--- src/rtl/mux5_rr_sched_if.sv ---
// rtl/mux5_rr_sched_if.sv - request/grant bundle between requesters and the round-robin mux scheduler
//
// Signals:
//   req     requester -> scheduler  5  level request, bit i = mux input i
//   gnt     scheduler -> requester  5  one-hot grant, zero when no owner
//   sel     scheduler -> mux        3  owner index 0..4, 3'b101 when no owner
//   busy    scheduler -> requester  1  OR of gnt
//   timeout scheduler -> requester  1  pulse: previous owner revoked by hold limit
interface mux5_rr_sched_if;
  logic [4:0] req;
  logic [4:0] gnt;
  logic [2:0] sel;
  logic       busy;
  logic       timeout;

  modport master (output req, input gnt, input sel, input busy, input timeout);
  modport slave  (input req, output gnt, output sel, output busy, output timeout);
endinterface

--- src/rtl/mux5_rr_sched.sv ---
// rtl/mux5_rr_sched.sv - round-robin owner scheduler driving the select of a 5x1 mux
//
// Ports:
//   clk    system clock, rising edge
//   rst_n  asynchronous active-low reset
//   bus    mux5_rr_sched_if.slave: req in; gnt, sel, busy, timeout out (all registered)
module mux5_rr_sched #(
  parameter int MAX_HOLD = 8,
  parameter int HOLD_W   = 4
) (
  input  logic                 clk,
  input  logic                 rst_n,
  mux5_rr_sched_if.slave       bus
);

  typedef enum logic [2:0] {
    IDLE  = 3'd0,
    GRANT = 3'd1,
    GAP   = 3'd2
  } state_t;

  // Code the mux treats as invalid; it forces the shared line to 0.
  localparam logic [2:0]        SEL_NONE  = 3'b101;
  localparam logic [HOLD_W-1:0] HOLD_LAST = HOLD_W'(MAX_HOLD - 1);

  state_t            state_q, state_d;
  logic [2:0]        ptr_q, ptr_d;
  logic [2:0]        cur_q, cur_d;
  logic [HOLD_W-1:0] hold_cnt_q, hold_cnt_d;
  logic [4:0]        gnt_q, gnt_d;
  logic [2:0]        sel_q, sel_d;
  logic              busy_q, busy_d;
  logic              timeout_q, timeout_d;

  logic              win_found;
  logic [2:0]        win_idx;
  logic [3:0]        cand;

  // Round-robin search starting at ptr; the first requester found wins.
  always_comb begin
    win_found = 1'b0;
    win_idx   = 3'd0;
    cand      = 4'd0;
    for (int k = 0; k < 5; k++) begin
      cand = {1'b0, ptr_q} + 4'(k);
      if (cand >= 4'd5) begin
        cand = cand - 4'd5;
      end
      if (!win_found && bus.req[cand[2:0]]) begin
        win_found = 1'b1;
        win_idx   = cand[2:0];
      end
    end
  end

  always_comb begin
    state_d    = state_q;
    ptr_d      = ptr_q;
    cur_d      = cur_q;
    hold_cnt_d = hold_cnt_q;
    gnt_d      = gnt_q;
    sel_d      = sel_q;
    busy_d     = busy_q;
    timeout_d  = 1'b0;

    unique case (state_q)
      IDLE, GAP: begin
        if (win_found) begin
          state_d    = GRANT;
          cur_d      = win_idx;
          gnt_d      = 5'b00001 << win_idx;
          sel_d      = win_idx;
          busy_d     = 1'b1;
          hold_cnt_d = '0;
        end else begin
          state_d = IDLE;
          gnt_d   = 5'b00000;
          sel_d   = SEL_NONE;
          busy_d  = 1'b0;
        end
      end

      GRANT: begin
        // Release is checked first so a release coinciding with the limit
        // does not report a timeout.
        if (!bus.req[cur_q] || (hold_cnt_q == HOLD_LAST)) begin
          state_d   = GAP;
          gnt_d     = 5'b00000;
          sel_d     = SEL_NONE;
          busy_d    = 1'b0;
          ptr_d     = (cur_q == 3'd4) ? 3'd0 : cur_q + 3'd1;
          timeout_d = bus.req[cur_q];
        end else begin
          hold_cnt_d = hold_cnt_q + 1'b1;
        end
      end

      default: begin
        state_d = IDLE;
        gnt_d   = 5'b00000;
        sel_d   = SEL_NONE;
        busy_d  = 1'b0;
      end
    endcase
  end

  always_ff @(posedge clk or negedge rst_n) begin
    if (!rst_n) begin
      state_q    <= IDLE;
      ptr_q      <= 3'd0;
      cur_q      <= 3'd0;
      hold_cnt_q <= '0;
      gnt_q      <= 5'b00000;
      sel_q      <= SEL_NONE;
      busy_q     <= 1'b0;
      timeout_q  <= 1'b0;
    end else begin
      state_q    <= state_d;
      ptr_q      <= ptr_d;
      cur_q      <= cur_d;
      hold_cnt_q <= hold_cnt_d;
      gnt_q      <= gnt_d;
      sel_q      <= sel_d;
      busy_q     <= busy_d;
      timeout_q  <= timeout_d;
    end
  end

  assign bus.gnt     = gnt_q;
  assign bus.sel     = sel_q;
  assign bus.busy    = busy_q;
  assign bus.timeout = timeout_q;

endmodule

--- src/flat_wrapper.sv ---
// flat-port wrapper written by rule: the top's interface ports become plain ports
module mux5_rr_sched_flat 
#(
  parameter int MAX_HOLD = 8,
  parameter int HOLD_W   = 4
)
  (clk, rst_n, bus_req, bus_gnt, bus_sel, bus_busy, bus_timeout);
  mux5_rr_sched_if bus_i ();
  input  logic clk;
  input  logic rst_n;
  input wire logic [$bits(bus_i.req)-1:0] bus_req;
  output wire logic [$bits(bus_i.gnt)-1:0] bus_gnt;
  output wire logic [$bits(bus_i.sel)-1:0] bus_sel;
  output wire logic [$bits(bus_i.busy)-1:0] bus_busy;
  output wire logic [$bits(bus_i.timeout)-1:0] bus_timeout;
  assign bus_i.req = bus_req;
  assign bus_gnt = bus_i.gnt;
  assign bus_sel = bus_i.sel;
  assign bus_busy = bus_i.busy;
  assign bus_timeout = bus_i.timeout;
  mux5_rr_sched #(.MAX_HOLD(MAX_HOLD), .HOLD_W(HOLD_W)) u_core (.clk(clk), .rst_n(rst_n), .bus(bus_i));
endmodule
--- config.mk ---
export PLATFORM = sky130hd
export DESIGN_NAME = mux5_rr_sched_flat
export DESIGN_NICKNAME = d
export VERILOG_FILES = /design/src/rtl/mux5_rr_sched_if.sv /design/src/rtl/mux5_rr_sched.sv /design/src/flat_wrapper.sv
export SDC_FILE = /design/constraint.sdc
export NUM_CORES = 1
export LEC_CHECK = 0
export CORE_ASPECT_RATIO = 2
export CORE_MARGIN = 8
export CORE_UTILIZATION = 48
export DETAILED_ROUTE_END_ITERATION = 6
export PLACE_DENSITY = 0.75
export RECOVER_POWER = 50
export SETUP_SLACK_MARGIN = 0.5
export SYNTH_ARGS = -nofsm -noshare
export SYNTH_HDL_FRONTEND = slang
export SYNTH_SLANG_ARGS = --single-unit
export TNS_END_PERCENT = 5
--- constraint.sdc ---
create_clock -name clk -period 4.75 [get_ports clk]
set_clock_uncertainty 0.2 [all_clocks]
set_input_delay 1.1875 -clock clk [delete_from_list [all_inputs] [get_ports clk]]
set_output_delay 1.1875 -clock clk [all_outputs]
set_load 0.005 [all_outputs]
======== Yosys cells after proc, flatten, opt, wreduce, memory -nomap -nowiden ========
Index checks and enable logic that the tools add are counted.
storage, ports and cells
  flip-flop bits (word level) ............. 23
  word-level logic and storage cells ...... 99
cells by class
  add/sub/neg operators ................... 11
  $lt $le $gt $ge ......................... 11
  equal/unequal tests ..................... 7
  shifts and indexed selects .............. 1
  mux-type cells .......................... 45
  reductions and logical operators ........ 16
operator list
  cell                                                                          number
  3-bit 2-to-1 mux                                                              14
  3-bit by 4-bit less-than comparator with 1-bit output, second input constant  6
  1-bit binary-select mux with 3-bit select                                     6
  4-bit by 3-bit >= comparator with 1-bit output, second input constant         4
  1-bit 2-to-1 mux                                                              16
  3-bit subtractor, second input constant                                       5
  3-bit case mux with 2 select lines                                            2
  5-bit 2-to-1 mux                                                              2
  5-bit case mux with 2 select lines                                            1
  3-bit by 2-bit adder with 4-bit output, second input constant                 2
  4-bit 2-to-1 mux                                                              2
  4-bit case mux with 2 select lines                                            1
  1-bit zero test                                                               5
  1-bit by 3-bit << shifter with 5-bit output, first input constant             1
  3-bit by 1-bit adder with 4-bit output, second input constant                 1
  3-bit by 3-bit adder with 4-bit output, second input constant                 1
  4-bit by 1-bit adder with 4-bit output, second input constant                 1
  4-bit by 3-bit equality test with 1-bit output, second input constant         1
  1-bit logical AND                                                             4
  2-bit by 1-bit != test with 1-bit output, second input constant               2
  2-bit AND reduction                                                           2
  3-bit by 1-bit adder with 3-bit output, second input constant                 1
  3-bit by 1-bit equality test with 1-bit output, second input constant         1
  3-bit by 2-bit equality test with 1-bit output, second input constant         1
  other kinds (9)                                                               9

======== Depth between registers and ports, before layout ========
  word-level depth ........................ 20
  gate-level depth with buffers ........... 13

======== Worst setup path after synthesis ========
No wires, ideal clock.
  path kind ............................... flip-flop to flip-flop
  from .................................... register u_core.ptr_q[1]
  to ...................................... register u_core.hold_cnt_q[0]
  setup time .............................. 0.128 ns
  arrival ................................. 3.356 ns
  required time ........................... 4.422 ns
  setup slack ............................. 1.067 ns
  stages on the path, launching flop included .. 14
  path buffers ............................ 2
  cell sequence ........................... dfrtp_1 clkbuf_1 inv_1 ha_1 ha_1 clkbuf_1 or2_2 o21ai_0 nor3_1 a41oi_1 and2_1 a31oi_2 nor2_1 mux2_1
on the way
  longest elaborated chain between the ends .. 19
  elaborated cells between the ends (all ways) .. 44
  classes of those cells .................. add/sub: 9; order compare: 5; eq/ne: 1; mux: 20; reduce/logical: 9
RTL lines
  item                                                                                             RTL line              text
  start: declaration                                                                               mux5_rr_sched.sv:27   logic [2:0] ptr_q, ptr_d;
  start signal: assignment                                                                         mux5_rr_sched.sv:119  ptr_q <= ptr_d;
  parallel branches: the longest is 16 deep, another holds 3-bit by 1-bit adder with 4-bit output  -
  1-bit 2-to-1 mux (*)                                                                             mux5_rr_sched.sv:49   if (!win_found && bus.req[cand[2:0]]) begin
  2-bit by 1-bit != test with 1-bit output (no source line) (*)                                    -
  3-bit AND reduction (no source line) (*)                                                         -
  end signal: assignment                                                                           mux5_rr_sched.sv:121  hold_cnt_q <= hold_cnt_d;
  end: declaration                                                                                 mux5_rr_sched.sv:29   logic [HOLD_W-1:0] hold_cnt_q, hold_cnt_d;
Mark *: on every way between the ends. The select of a mux whose other input is x is not followed.
A chain may end at the register's enable or synchronous reset.

======== Worst setup path in the final report ========
  from .................................... input bus_req[0]
  to ...................................... register u_core.gnt_q[0], in the netlist u_core.bus.gnt[0]
on the way
  longest elaborated chain between the ends .. 18
  elaborated cells between the ends (all ways) .. 36
  classes of those cells .................. eq/ne: 1; shift: 1; mux: 24; reduce/logical: 10
RTL lines
  item                                         RTL line              text
  start: declaration                           flat_wrapper.sv:11    input wire logic [$bits(bus_i.req)-1:0] bus_req;
  1-bit binary-select mux with 3-bit select    mux5_rr_sched.sv:49
  1-bit 2-to-1 mux (not written as such)       mux5_rr_sched.sv:49
  1-bit 2-to-1 mux                             mux5_rr_sched.sv:49
  1-bit zero test                              mux5_rr_sched.sv:49
  1-bit logical AND                            mux5_rr_sched.sv:49
  1-bit 2-to-1 mux                             mux5_rr_sched.sv:49
  1-bit zero test                              mux5_rr_sched.sv:49
  1-bit logical AND                            mux5_rr_sched.sv:49
  [2 not listed]                               -
  1-bit logical AND                            mux5_rr_sched.sv:49
  1-bit 2-to-1 mux                             mux5_rr_sched.sv:49
  1-bit zero test                              mux5_rr_sched.sv:49
  1-bit logical AND                            mux5_rr_sched.sv:49
  3-bit 2-to-1 mux                             mux5_rr_sched.sv:49
  1-bit by 3-bit << shifter with 5-bit output  mux5_rr_sched.sv:71   gnt_d = 5'b00001 << win_idx;
  5-bit 2-to-1 mux                             mux5_rr_sched.sv:68   if (win_found) begin
  5-bit case mux with 2 select lines           mux5_rr_sched.sv:66   unique case (state_q)
  end signal: assignment                       mux5_rr_sched.sv:122  gnt_q <= gnt_d;
  end: declaration                             mux5_rr_sched.sv:30   logic [4:0] gnt_q, gnt_d;
Parallel ways exist; a longest one is shown, timed or not. The select of a mux whose other input is x is not followed.

==> results by group <==
Outcome
  – Status: complete, no violations

Synth
  – Post-synthesis instance total: 249
  – Yosys warning count: 0
  – Syn avg cell area: ~8.8 sq um
  – Syn_nets: roughly 270
  – Main synth FF type: dfrtp_1
  – Syn Std Cell Area: between 0.002 and 0.0025 sq mm
  – Unique masters post-synth: 76
  – Async set or reset register ratio after synthesis: between 90% and 100%
  – Flip-flop and latch count after synthesis: 22
  – EDFF count, synth: 0
  – Seq/Total Area, Yosys: approximately 25%

Worst hold path
  – Worst Min Path Start: u_core.bus.sel[0]$_DFFE_PN1P_
  – Worst Hold Depth: 2
  – Worst min-delay path class: flop to flop
  – End point of the worst hold path: u_core.bus.sel[0]$_DFFE_PN1P_

STA
  – Rel. slew slack: roughly a third
  – Setup TNS Final: 0 ps
  – Max Clock Freq: 246.0 MHz
  – Final WS setup: ~680 ps
  – Endpoints failing setup: 0
  – Fin. Hold Viols: 0
  – Min Tclk post-route: 4066 ps
  – Final period util: a little under nine tenths
  – Tightest Pin Transition: 970.5 ps
  – Max-slew violation count: 0
  – RSZ-0062 raised after global routing: false

GRT
  – Number of global-route vias before repair: ~2100
  – GRT Resource Usage Total: between 10% and 20%
  – Grt ovf: 0
  – Largest net degree at the start of global routing: 35
  – Initial antenna violation count: 0
  – Global-route wire length before repair: roughly 9500 um

Layout
  – Seq. cell area: 553.0 sq um
  – Multi-input gate area: between 0.0015 and 0.002 sq mm
  – Layout cell share with drive strength beyond 1: around 14%
  – Antenna diodes: 0
  – Fill count: 427
  – Area growth syn-to-layout: 12.46%
  – NumNets Final: 283

Setup path
  – Crit path buffers/inverters: 1
  – Startpoint types: primary input
  – Worst Path Required: approximately 4700 ps
  – Arr. time, crit path: 4020 ps
  – Setup slack, reg-to-reg: 880 ps
  – Crit end category: flop
  – Crit-path cells: clkdlybuf4s50_1, mux4_1, a32o_2, o211a_1, or4_1, o22ai_1, o22ai_2, o41ai_2
  – Crit-path max FO: 9
  – Reg2reg end: u_core.hold_cnt_q[0]$_DFFE_PN0P_
  – WS Path Type: primary input to flop
  – Reg2reg start: u_core.ptr_q[2]$_DFFE_PN0P_
  – CP peak stage delay: 590 ps
  – Crit path max-delay cell type: mux4_1
  – Delay-heaviest family, CP: compound AO/OA/AOI/OAI gates
  – R2R cell count: 10

Floorplan
  – Num ports: 17
  – Die area: 0.007084 sq mm
  – Site Rows: 34
  – Die Y-Extent: between 100 and 150 um
  – Core Region: about 0.0043 sq mm
  – Initial core utilization: approximately half
  – Die Width: ~64 um

Clocking
  – Worst-Skew Late Latency: between 200 and 300 ps
  – Root buffer cell: clkbuf_8
  – Clock Sinks: 22
  – Htree depth: 1
  – CTS tree: built
  – CTS Buf Count: 3
  – Reg clk slew, reported paths: 70 ps
  – Clock Path Buffers: 2

Routing
  – Wirelength per Cell: between 15 and 20 um
  – Routed WL: roughly 6000 um
  – DRC viols: 0
  – Routed via count: between 2000 and 2500
  – Via-to-Cell Ratio: between 6 and 7
  – Post-route ant nets: 0
  – Initial DRT Pass Iterations: 5
  – Iter 0 DRT Violations: between 80 and 90

Place
  – PortBufs: 16
  – Final GP Congestion: between 1 and 1.5
  – Pre-CTS setup slack: around 370 ps
  – Final HPWL DP: 4623 um

Flow run
  – Max Cap Viol: 0
-- worst register-to-register path, cell delays in order, from the launching register on --
cell     delay (ps)
dfrtp_1         630
inv_1           160
ha_1            460
or2_2           320
o21ai_0         420
nor3_1          120
a41oi_1         350
and2_1          290
a31oi_2         240
nor2_1          240
mux2_1          340
-- kinds of logic after synthesis --
group,count (synthesis),share of synthesized area [%]
AO/OA/AOI/OAI,76,26.92
XOR/XNOR,5,2.010
adder cells (fa/ha/maj),12,7.233
buffers and inverters,27,5.109
flip-flops,22,25.37
multiplexers,14,8.725
AND/OR/NAND/NOR,93,24.63
-- worst max path at each step --
stage | start | end | slack [ps] | depth (start not counted)
3_3_place_gp | bus_req[1] | u_core.hold_cnt_q[0]$_DFFE_PN0P_ | 470 | 8
5_1_grt | bus_req[1] | u_core.hold_cnt_q[0]$_DFFE_PN0P_ | 560 | 8
4_1_cts | bus_req[0] | u_core.hold_cnt_q[0]$_DFFE_PN0P_ | 640 | 8
2_1_floorplan | u_core.ptr_q[1]$_DFFE_PN0P_ | u_core.hold_cnt_q[0]$_DFFE_PN0P_ | 1070 | 13
6_report | bus_req[0] | u_core.bus.gnt[0]$_DFFE_PN0P_ | 680 | 8
3_5_place_dp | bus_req[1] | u_core.hold_cnt_q[0]$_DFFE_PN0P_ | 370 | 8
-- cell type report --
type / count / share of cell area, %
multi-input cells: 200 / 62.17
flip-flops and latches: 22 / 22.56
inverters: 15 / 2.297
well taps: 54 / 2.757
clock buffers: 4 / 1.838
repair buffers: 22 / 8.372
-- routing by layer --
layer | vias to the layer above | GRT usage (%) | share of wire [%] | wire [um]
li1 | 971 | - | - | -
met1 | 974 | 14.83 | 35 | 2058
met2 | 66 | 31.47 | 55 | 3234
met3 | 23 | 1.923 | 3.8 | 223
met4 | 0 | 11.39 | 5.5 | 319
met5 | - | 0 | 0 | 0
-- synthesized netlist by cell type, types with 2 or more instances --
master     number  area (sq um)
a211oi_1        3         22.52
a21o_1          3         22.52
a21oi_1         9         45.04
a22o_1          3         26.28
a22oi_1         2         15.01
a2bb2oi_1       3         26.28
a31oi_1         4         25.02
a41oi_1         2         17.52
buf_2           2         10.01
buf_4           2         15.01
clkbuf_1        8         30.03
dfrtp_1        20         500.5
dfstp_2         2         52.55
ha_1           11         137.6
inv_1          14         52.55
mux2_2          6         67.56
mux2i_1         4         40.04
mux4_2          2         45.04
nand2_1        25         93.84
nand2b_1        8         50.05
nand3_1         7         35.03
nand4_1         3         18.77
nor2_1         15         56.30
nor2b_1         6         37.54
nor3_1          4         20.02
nor3b_1         3         22.52
nor4_1          2         12.51
o2111ai_1       2         17.52
o211a_1         3         30.03
o211ai_1        3         22.52
o21a_1          3         22.52
o21ai_0        14         70.07
o22ai_1         2         12.51
or2_2           2         12.51
or3_1           2         12.51
or4_1           2         15.01
xnor2_1         3         26.28
xor2_1          2         17.52
-- state kept, by name, indices dropped and copies added (netlist names) --
| signal | cells |
|---|---|
| u_core.bus.gnt | 5 |
| u_core.hold_cnt_q | 4 |
| u_core.bus.sel | 3 |
| u_core.cur_q | 3 |
| u_core.ptr_q | 3 |
| u_core.state_q | 2 |
| u_core.bus.busy | 1 |
| u_core.bus.timeout | 1 |
-- repair_timing --
action | CTS | global route
gates resized for setup | 0 | 1
setup buffers | 0 | 0
setup endpoints to repair | 0 | 1
hold buffers | 0 | 0
-- per-stage QoR --
stage	instances	util, %	hold WS [ps]	cell area [sq um]
final	317	56.49	270.1	2451
after global routing	317	56.49	294.5	2451
after CTS	317	56.29	274.9	2442
after detailed placement	313	55.25	260.8	2397
after global placement	313	55.25	251.9	2397
after floorplan	249	-	249.4	2180
-- cell usage in the layout, fill, tap and decap left out, types with 4 or more instances in the layout --
cell             Yosys  routed
a21oi_1              9       9
a31oi_1              4       4
buf_4                2       6
clkdlybuf4s50_1      0      10
dfrtp_1             20      20
dlygate4sd3_1        0       6
ha_1                11      11
inv_1               14      14
mux2_2               6       6
mux2i_1              4       4
nand2_1             25      25
nand2b_1             8       8
nand3_1              7       7
nor2_1              15      15
nor2b_1              6       6
nor3_1               4       4
o21ai_0             14      14
Power is left out: the tool's default activity adds up to more than one toggle a clock period on the data nets, which glitch-free logic cannot reach.
